## src/rtl/pixel_unpack_pkg.sv

```systemverilog
// rtl/pixel_unpack_pkg.sv - shared GPU package: unpacker state encoding and RGB555 field layout
package pixel_unpack_pkg;

   typedef enum logic [1:0] {
      S15    = 2'd0,
      S24_W0 = 2'd1,
      S24_W1 = 2'd2,
      S24_W2 = 2'd3
   } state_e;

   localparam int C5_W     = 5;
   localparam int R_LSB    = 0;
   localparam int G_LSB    = 5;
   localparam int B_LSB    = 10;
   localparam int MASK_BIT = 15;

   // Advance by one accepted word; 15-bit mode never leaves S15.
   function automatic state_e next_state(input state_e s);
      unique case (s)
         S15:    return S15;
         S24_W0: return S24_W1;
         S24_W1: return S24_W2;
         S24_W2: return S24_W0;
      endcase
   endfunction

endpackage

```

## src/rtl/rgb555_expand.sv

```systemverilog
// rtl/rgb555_expand.sv - 5-bit to 8-bit colour expansion by MSB replication
module rgb555_expand
   import pixel_unpack_pkg::*;
(
   input  logic [C5_W-1:0] c5_i,
   output logic [7:0]      c8_o
);

   assign c8_o = {c5_i, c5_i[4:2]};

endmodule

```

## src/rtl/pixel_unpack.sv

```systemverilog
// rtl/pixel_unpack.sv - VRAM halfword to pixel unpacker (RGB555 / packed RGB24); PIXEL_UNPACK_MASK_EN adds o_mask
module pixel_unpack
   import pixel_unpack_pkg::*;
(
   input  logic        clk,
   input  logic        i_rst,
   input  logic        i_is24,
   input  logic        i_lineStart,
   input  logic        i_wordValid,
   output logic        o_wordReady,
   input  logic [15:0] i_word,
   output logic        o_pixValid,
   input  logic        i_pixReady,
   output logic [7:0]  o_r,
   output logic [7:0]  o_g,
   output logic [7:0]  o_b
`ifdef PIXEL_UNPACK_MASK_EN
   ,
   output logic        o_mask
`endif
);

   state_e      state_q, state_d, cur_state;
   logic        valid_q, valid_d;
   logic [7:0]  r_q, g_q, b_q, r_d, g_d, b_d;
   logic [15:0] w0_q, w0_d;
   logic [7:0]  w1hi_q, w1hi_d;
   logic [7:0]  r15, g15, b15;
   logic        accept;
`ifdef PIXEL_UNPACK_MASK_EN
   logic        mask_q, mask_d;
`endif

   assign o_wordReady = !valid_q || i_pixReady;
   assign accept      = i_wordValid && o_wordReady;

   rgb555_expand u_exp_r (.c5_i(i_word[R_LSB +: C5_W]), .c8_o(r15));
   rgb555_expand u_exp_g (.c5_i(i_word[G_LSB +: C5_W]), .c8_o(g15));
   rgb555_expand u_exp_b (.c5_i(i_word[B_LSB +: C5_W]), .c8_o(b15));

   always_ff @(posedge clk) begin
      if (i_rst) begin
         state_q <= S15;
      end else begin
         state_q <= state_d;
      end
   end

   // A line start takes effect in its own cycle so a same-cycle word belongs to the new line.
   always_comb begin
      cur_state = state_q;
      if (i_lineStart) begin
         cur_state = i_is24 ? S24_W0 : S15;
      end
      state_d = accept ? next_state(cur_state) : cur_state;
   end

   always_comb begin
      valid_d = valid_q && !i_pixReady;
      r_d     = r_q;
      g_d     = g_q;
      b_d     = b_q;
      w0_d    = i_lineStart ? 16'd0 : w0_q;
      w1hi_d  = i_lineStart ? 8'd0 : w1hi_q;
`ifdef PIXEL_UNPACK_MASK_EN
      mask_d  = mask_q;
`endif
      if (accept) begin
         unique case (cur_state)
            S15: begin
               valid_d = 1'b1;
               r_d     = r15;
               g_d     = g15;
               b_d     = b15;
`ifdef PIXEL_UNPACK_MASK_EN
               mask_d  = i_word[MASK_BIT];
`endif
            end
            S24_W0: begin
               w0_d = i_word;
            end
            S24_W1: begin
               valid_d = 1'b1;
               r_d     = w0_q[7:0];
               g_d     = w0_q[15:8];
               b_d     = i_word[7:0];
               w1hi_d  = i_word[15:8];
`ifdef PIXEL_UNPACK_MASK_EN
               mask_d  = 1'b0;
`endif
            end
            S24_W2: begin
               valid_d = 1'b1;
               r_d     = w1hi_q;
               g_d     = i_word[7:0];
               b_d     = i_word[15:8];
`ifdef PIXEL_UNPACK_MASK_EN
               mask_d  = 1'b0;
`endif
            end
         endcase
      end
   end

   always_ff @(posedge clk) begin
      if (i_rst) begin
         valid_q <= 1'b0;
         r_q     <= 8'd0;
         g_q     <= 8'd0;
         b_q     <= 8'd0;
         w0_q    <= 16'd0;
         w1hi_q  <= 8'd0;
`ifdef PIXEL_UNPACK_MASK_EN
         mask_q  <= 1'b0;
`endif
      end else begin
         valid_q <= valid_d;
         r_q     <= r_d;
         g_q     <= g_d;
         b_q     <= b_d;
         w0_q    <= w0_d;
         w1hi_q  <= w1hi_d;
`ifdef PIXEL_UNPACK_MASK_EN
         mask_q  <= mask_d;
`endif
      end
   end

   assign o_pixValid = valid_q;
   assign o_r        = r_q;
   assign o_g        = g_q;
   assign o_b        = b_q;
`ifdef PIXEL_UNPACK_MASK_EN
   assign o_mask     = mask_q;
`endif

endmodule

```

## config.mk

```make
export PLATFORM = sky130hd
export DESIGN_NAME = pixel_unpack
export DESIGN_NICKNAME = d
export VERILOG_FILES = /design/src/rtl/pixel_unpack_pkg.sv /design/src/rtl/rgb555_expand.sv /design/src/rtl/pixel_unpack.sv
export SDC_FILE = /design/constraint.sdc
export NUM_CORES = 1
export LEC_CHECK = 0
export CORE_UTILIZATION = 49
export DETAILED_ROUTE_END_ITERATION = 8
export PLACE_DENSITY = 0.77
export SYNTH_ARGS = -nofsm -noshare
export SYNTH_HDL_FRONTEND = slang
export SYNTH_SLANG_ARGS = --single-unit
```

## constraint.sdc

```tcl
create_clock -name clk -period 3 [get_ports clk]
set_clock_uncertainty 0.05 [all_clocks]
set_input_delay 0.6 -clock clk [delete_from_list [all_inputs] [get_ports clk]]
set_output_delay 0.6 -clock clk [all_outputs]
set_load 0.05 [all_outputs]
```

==> impl_metrics.env, run 1 <==
export IMPL_status="complete, no violations"
export IMPL_peakVddDrop_v=0.000225
export IMPL_vias_per_cell=5.80
export IMPL_cp_required_ns=3.19
export IMPL_use_met1_pct=37.3
export IMPL_yosysSeqAreaShare_pct=42.6
export IMPL_numClockSinks=51
export IMPL_synth_warnings=0
export IMPL_overflow=0
export IMPL_post_cts_resized=0
export IMPL_timing_rr_start="state_q[1]"
export IMPL_fmax_ghz=0.381
export IMPL_synth_top_cells_by_count="55 x nand2_1, 51 x dfxtp_1, 49 x a21oi_1"
export IMPL_firstDrtPassIters=5
export IMPL_dieWidth_um=71.9
export IMPL_synth_area_sq_mm=0.00239
export IMPL_p_leak_nw=1.06
export IMPL_grt_pass1_wl_um=10200
export IMPL_final_cell_area_sq_mm=0.00300
export IMPL_yosysMostFrequentCell="nand2_1"
export IMPL_async_reset_ff_share_pct=0
export IMPL_syn_num_nets=318
export IMPL_fin_crit_sh_pct=87.4
export IMPL_start_util_pct=50.7
export IMPL_grt_setup_unrepaired="no"
export IMPL_wl_per_cell_um=15.8
export IMPL_core_sq_mm=0.00472
export IMPL_min_path_cells=2
export IMPL_first_global_vias=1993
export IMPL_rrSetupSlack_ns=0.92
export IMPL_synth_distinct_cells=27
export IMPL_antenna_found_initial=0
export IMPL_wirelength_um=6240
export IMPL_yosysTopAreaCell="dfxtp_1"
export IMPL_cts_tree="done"
export IMPL_synthToLayoutAreaGrowth_pct=25.2
export IMPL_setup_tns_final_ns=0
export IMPL_grt_busiest_layer="met2"
export IMPL_final_util_pct=63.5
export IMPL_min_from="o_g[3]"
export IMPL_end_kind="flop"
export IMPL_path_clk_slew_ns=0.09
export IMPL_ys_ff_latch=51
export IMPL_crit_fanout=15
export IMPL_synthFlopType="dfxtp_1"
export IMPL_clk_latency_ns=0.30
export IMPL_setup_viol=0
export IMPL_tightest_slew_ns=0.625
export IMPL_reg2reg_depth=7
export IMPL_cp_arrival_ns=2.81
export IMPL_hold_buffers=0
export IMPL_drive_above_1_share_pct=6.08
export IMPL_initialDrtViolationCount=203
export IMPL_grt_use_met2_pct=38.3
export IMPL_gp_congestion=0.882
export IMPL_synth_top_area_share_pct=42.6
export IMPL_place_ws_ns=0.110
export IMPL_portBuffers=47
export IMPL_grt_max_degree=52
export IMPL_die_area_sq_mm=0.00517
export IMPL_finalNetCount=356
export IMPL_final_max_slew_viol_count=0
export IMPL_grt_util_met3_pct=3.61
export IMPL_vias=2295
export IMPL_dpl_cell_area_sq_mm=0.00290
export IMPL_n_antenna_cell=0
export IMPL_min_path_type="reg2reg"
export IMPL_synth_area_leaders="dfxtp_1 43%, a21oi_1 10%, nand2_1 8.6%"
export IMPL_cts_buffers=5
export IMPL_ios=48
export IMPL_cts_root_buffer_cell="clkbuf_8"
export IMPL_drc=0
export IMPL_cp_slowest_cell="or2_1"
export IMPL_worstReg2RegEnd="o_r[0]"
export IMPL_cts_post_setup_buffers_inserted=0
export IMPL_ant_nets=0
export IMPL_clk_path_buf_depth=2
export IMPL_hpwlAfterDp_um=4220
export IMPL_setup_ws_ns=0.378
export IMPL_postSynthCellCount=291
export IMPL_die_h_um=71.9
export IMPL_avgSynthCellArea_sq_um=8.23
export IMPL_hold_path_end="o_g[3]"
export IMPL_slew_headroom_pct=58.3
export IMPL_synth_edff_count=0
export IMPL_crit_type="in2reg"
export IMPL_hold_viol_final=0
export IMPL_track_usage_pct=25.3
export IMPL_period_minus_slack_ns=2.62
export IMPL_max_cap_viol_count=0
export IMPL_crit_path_start_kind="primary input"
export IMPL_power_density_mw_per_mm2=504
export IMPL_row_count=25
export IMPL_crit_chain="clkdlybuf4s50_1 > nand2b_1 > inv_1 > ha_1 > or2_1 > nor2_1 > or3_1 > a21oi_1"
export IMPL_cpPeakStageDelay_ns=0.50
export IMPL_htreeDepth=2
==> registers in the layout, indices dropped and copies added (netlist names) <==
name,cells
o_pixValid,1
w0_q,16
state_q,2
o_r,8
o_g,8
o_b,8
w1hi_q,8
==> cells by family (layout without fill, tap and decap cells) <==
logic type               after synthesis  in the layout  share of synthesized area [%]
buffers and inverters                 27             65                           5.80
multiplexers                           2              2                          0.888
flip-flops                            51             51                           42.6
AND/OR/NAND/NOR                      126            126                           27.8
AO/OA/AOI/OAI                         80             80                           20.3
adder cells (fa/ha/maj)                5              5                           2.61
==> stage by stage <==
step	cells	power (mW)	hold WS, ns
floorplan	291	0.942	0.410
global placement	389	1.06	0.392
detailed placement	389	1.06	0.396
CTS	396	1.52	0.409
global route	396	1.56	0.420
finish	396	1.51	0.405
==> worst max path at each step <==
stage,from,to,slack [ns],cells after the start
floorplan,i_lineStart,o_r[5],0.72,9
CTS,i_lineStart,o_r[0],0.42,8
finish,i_lineStart,o_r[0],0.38,8
global route,i_lineStart,o_r[7],0.18,8
global placement,i_lineStart,o_r[1],0.13,8
detailed placement,i_lineStart,o_r[1],0.11,8
==> where the power goes <==
| part | leakage, nW | total (mW) | internal [mW] | switching (mW) |
|---|---|---|---|---|
| sequential | 0.416 | 0.725 | 0.710 | 0.0157 |
| clock | 0.0513 | 0.465 | 0.245 | 0.221 |
| combinational | 0.588 | 0.321 | 0.120 | 0.201 |
| total | 1.06 | 1.51 | 1.07 | 0.438 |
==> final cells by class <==
type	count	area [sq um]
fill	444	1730
multi-input combinational	213	1230
sequential	51	1020
timing repair buffer	56	548
tap	67	83.8
clock buffer	6	72.6
clock inverter	1	30.0
inverter	2	7.51
==> cell usage in the layout (no fill, tap or decap) <==
| cell | n |
|---|---|
| inv_1 | 2 |
| o211ai_1 | 6 |
| nand3b_1 | 24 |
| and3_1 | 2 |
| dfxtp_1 | 51 |
| ha_1 | 5 |
| a21oi_1 | 49 |
| o21ai_0 | 6 |
| nor2_1 | 11 |
| buf_12 | 1 |
| clkbuf_1 | 1 |
| nand2b_1 | 2 |
| mux2i_1 | 1 |
| nand2b_2 | 1 |
| or2_1 | 1 |
| a221oi_1 | 18 |
| nand3_1 | 2 |
| nand2_1 | 55 |
| or3_1 | 18 |
| nor2_4 | 1 |
| buf_4 | 9 |
| a211oi_1 | 1 |
| mux2_2 | 1 |
| nand2b_4 | 1 |
| clkdlybuf4s50_1 | 46 |
| bufinv_16 | 1 |
| nor2b_1 | 8 |
| clkbuf_8 | 5 |
==> metal layers <==
metal  part of all wire, %  vias to the layer above
met1                    46                     1061
met5                     0                        -
met2                    45                      116
met4                   2.1                        0
li1                      -                     1100
met3                   7.1                       18
==> critical path, delay by kind of cell <==
kind / cells / cell delay, ns
buffers and inverters: 2 / 0.59
adders and majority gates: 1 / 0.27
and+or+nand+nor: 4 / 1.24
AOI/OAI and AO/OA: 1 / 0.12
No activity file was read; power rests on OpenSTA's default activity.
==> run 2, diff against run 1 <==
- ABC_AREA: unset -> 1
- PLACE_DENSITY: 0.77 -> 0.73
- SYNTH_HIERARCHICAL: unset -> 1
==> impl_metrics.env, run 2 <==
export IMPL_power_frac_clock_pct=29.8
export IMPL_wl_per_cell_um=11.4
export IMPL_period_minus_slack_ns=2.36
export IMPL_cpPeakStageDelay_ns=0.47
export IMPL_track_usage_pct=22.5
export IMPL_vias=2859
export IMPL_max_cap_viol_count=0
export IMPL_grt_setup_unrepaired="no"
export IMPL_hold_viol_final=0
export IMPL_yosys_area_share_simple_pct=48.2
export IMPL_synth_compound_area_share_pct=0.158
export IMPL_internal_power_mw=1.14
export IMPL_cp_buffers_inverters=2
export IMPL_slew_headroom_pct=55.2
export IMPL_largest_reg_flops=16
export IMPL_fin_crit_sh_pct=78.8
export IMPL_ant_nets=0
export IMPL_n_antenna_cell=0
export IMPL_wirelength_um=7040
export IMPL_syn_num_nets=561
export IMPL_overflow=0
export IMPL_yosys_area_share_xor_xnor_pct=0
export IMPL_hold_ws_ns=0.467
export IMPL_crit_type="in2reg"
export IMPL_portBuffers=47
export IMPL_power_switching_mw=0.550
export IMPL_row_count=28
export IMPL_synth_distinct_cells=18
export IMPL_tightest_slew_ns=0.670
export IMPL_drc=0
export IMPL_numClockSinks=51
export IMPL_peakVddDrop_v=0.000249
export IMPL_htreeDepth=2
export IMPL_synth_edff_count=0
export IMPL_synth_area_sq_mm=0.00317
export IMPL_p_seq_share_pct=44.0
export IMPL_initialDrtViolationCount=193
export IMPL_async_reset_ff_share_pct=0
export IMPL_core_sq_mm=0.00606
export IMPL_die_h_um=82.4
export IMPL_yosysSeqAreaShare_pct=32.3
export IMPL_fmax_ghz=0.423
export IMPL_cp_arrival_ns=2.57
export IMPL_synth_area_leaders="dfxtp_1 32%, nand2_1 30%, nor2_1 10%"
export IMPL_combPwrFrac_pct=26.2
export IMPL_final_max_slew_viol_count=0
export IMPL_switching_share_pct=32.5
export IMPL_dieWidth_um=82.4
export IMPL_setup_tns_final_ns=0
export IMPL_synth_top_cells_by_count="253 x nand2_1, 87 x nor2_1, 51 x dfxtp_1"
export IMPL_crit_fanout=12
export IMPL_path_clk_slew_ns=0.10
export IMPL_setup_viol=0
export IMPL_clk_latency_ns=0.31
export IMPL_cts_root_buffer_cell="clkbuf_8"
export IMPL_p_leak_nw=1.91
export IMPL_hold_buffers=0
export IMPL_cp_required_ns=3.20
export IMPL_synthAdderAreaFrac_pct=1.98
export IMPL_yosysMostFrequentCell="nand2_1"
export IMPL_die_area_sq_mm=0.00679
export IMPL_ys_ff_latch=51
export IMPL_final_common_cell="nand2_1"
export IMPL_first_global_vias=2400
export IMPL_drive_above_1_share_pct=8.07
export IMPL_crit_path_start_kind="primary input"
export IMPL_regMostFlops="w0_q"
export IMPL_post_cts_resized=0
export IMPL_hpwlAfterDp_um=4860
export IMPL_mostFrequentLayoutCells="253 x nand2_1, 87 x nor2_1, 51 x dfxtp_1"
export IMPL_end_kind="flop"
export IMPL_antenna_found_initial=0
export IMPL_ios=48
export IMPL_synth_top_family_by_area="simple AND/OR/NAND/NOR gates"
export IMPL_grt_pass1_wl_um=11400
export IMPL_path_delay_family="simple AND/OR/NAND/NOR gates"
export IMPL_cp_slowest_cell="ha_1"
export IMPL_yosysTopAreaCell="dfxtp_1"
export IMPL_min_path_type="reg2reg"
export IMPL_synthFlopType="dfxtp_1"
export IMPL_crit_chain="clkdlybuf4s50_1 > nor2_1 > ha_1 > buf_4 > nand2_1 > nand2_1 > nand2_1 > nand2_1 > nor2_1 > nor2_1"
export IMPL_synth_warnings=6
export IMPL_final_util_pct=58.6
export IMPL_power_density_mw_per_mm2=477
export IMPL_synthToLayoutAreaGrowth_pct=12.2
export IMPL_cp_common_cell="nand2_1"
export IMPL_status="complete, no violations"
export IMPL_finalNetCount=571
export IMPL_cts_post_setup_buffers_inserted=0
export IMPL_cts_buffers=5
export IMPL_fill_cells=615
export IMPL_firstDrtPassIters=4
export IMPL_vias_per_cell=4.61
export IMPL_cts_tree="done"
export IMPL_synth_area_mux_share_pct=0
export IMPL_postSynthCellCount=534
export IMPL_synth_top_area_share_pct=32.3
export IMPL_clk_path_buf_depth=2
export IMPL_avgSynthCellArea_sq_um=5.93
export IMPL_gp_congestion=0.914
export IMPL_grt_max_degree=50
export IMPL_start_util_pct=52.2
==> run 2: final cells by class <==
cell class	instances	area [sq um]	share of cell area (%)
clock buffers	6	82.6	2.33
clock inverters	2	35.0	0.987
inverters	46	178	5.00
multi-input cells	384	1590	44.9
flip-flops and latches	51	1020	28.8
well taps	75	93.8	2.64
repair buffers	56	548	15.4
==> run 2: logic make-up (layout without fill, tap and decap cells) <==
kind of cell | Yosys count | after routing
and+or+nand+nor | 378 | 378
AOI/OAI and AO/OA | 1 | 1
buffers and inverters | 99 | 110
adders and majority gates | 5 | 5
DFF | 51 | 51
==> run 2: worst reg2reg max path: cells and delay by family, from the launching register on <==
kind | cells | cell delay (ns)
buffers and inverters | 2 | 0.29
adders and majority gates | 1 | 0.47
DFF | 1 | 0.32
and+or+nand+nor | 7 | 0.75
==> run 2: path summary, 6_finish.rpt <==
kind	start	end	slack, ns	depth (start not counted)
worst max-delay path	i_lineStart	o_b[1]	0.64	10
worst min-delay path	o_b[6]	o_b[6]	0.47	4
worst max register to register	state_q[1]	o_b[1]	1.06	10
worst min register to register	o_b[6]	o_b[6]	0.47	4
==> run 2: power groups by stage <==
stage,combinational (mW),clock (mW),sequential [mW]
global placement,0.442,0,0.760
detailed placement,0.444,0,0.761
CTS,0.446,0.516,0.746
finish,0.444,0.505,0.745
floorplan,0.230,0,0.869
global route,0.489,0.543,0.752
==> run 2: routing by layer <==
layer,up-vias,global-route usage [%],part of all wire [%]
li1,1558,-,-
met1,1202,30.1,47
met2,89,35.2,44
met3,10,5.16,7.2
met4,0,7.89,1.8
met5,-,0,0
==> run 2: stage by stage <==
stage / instance area, sq um / worst slack, ns / std cells / power, mW
after floorplan: 3170 / 0.988 / 534 / 1.10
after global placement: 3430 / 0.349 / 612 / 1.20
after detailed placement: 3430 / 0.341 / 612 / 1.21
after CTS: 3550 / 0.667 / 620 / 1.71
after global routing: 3550 / 0.461 / 620 / 1.78
final: 3550 / 0.636 / 620 / 1.69
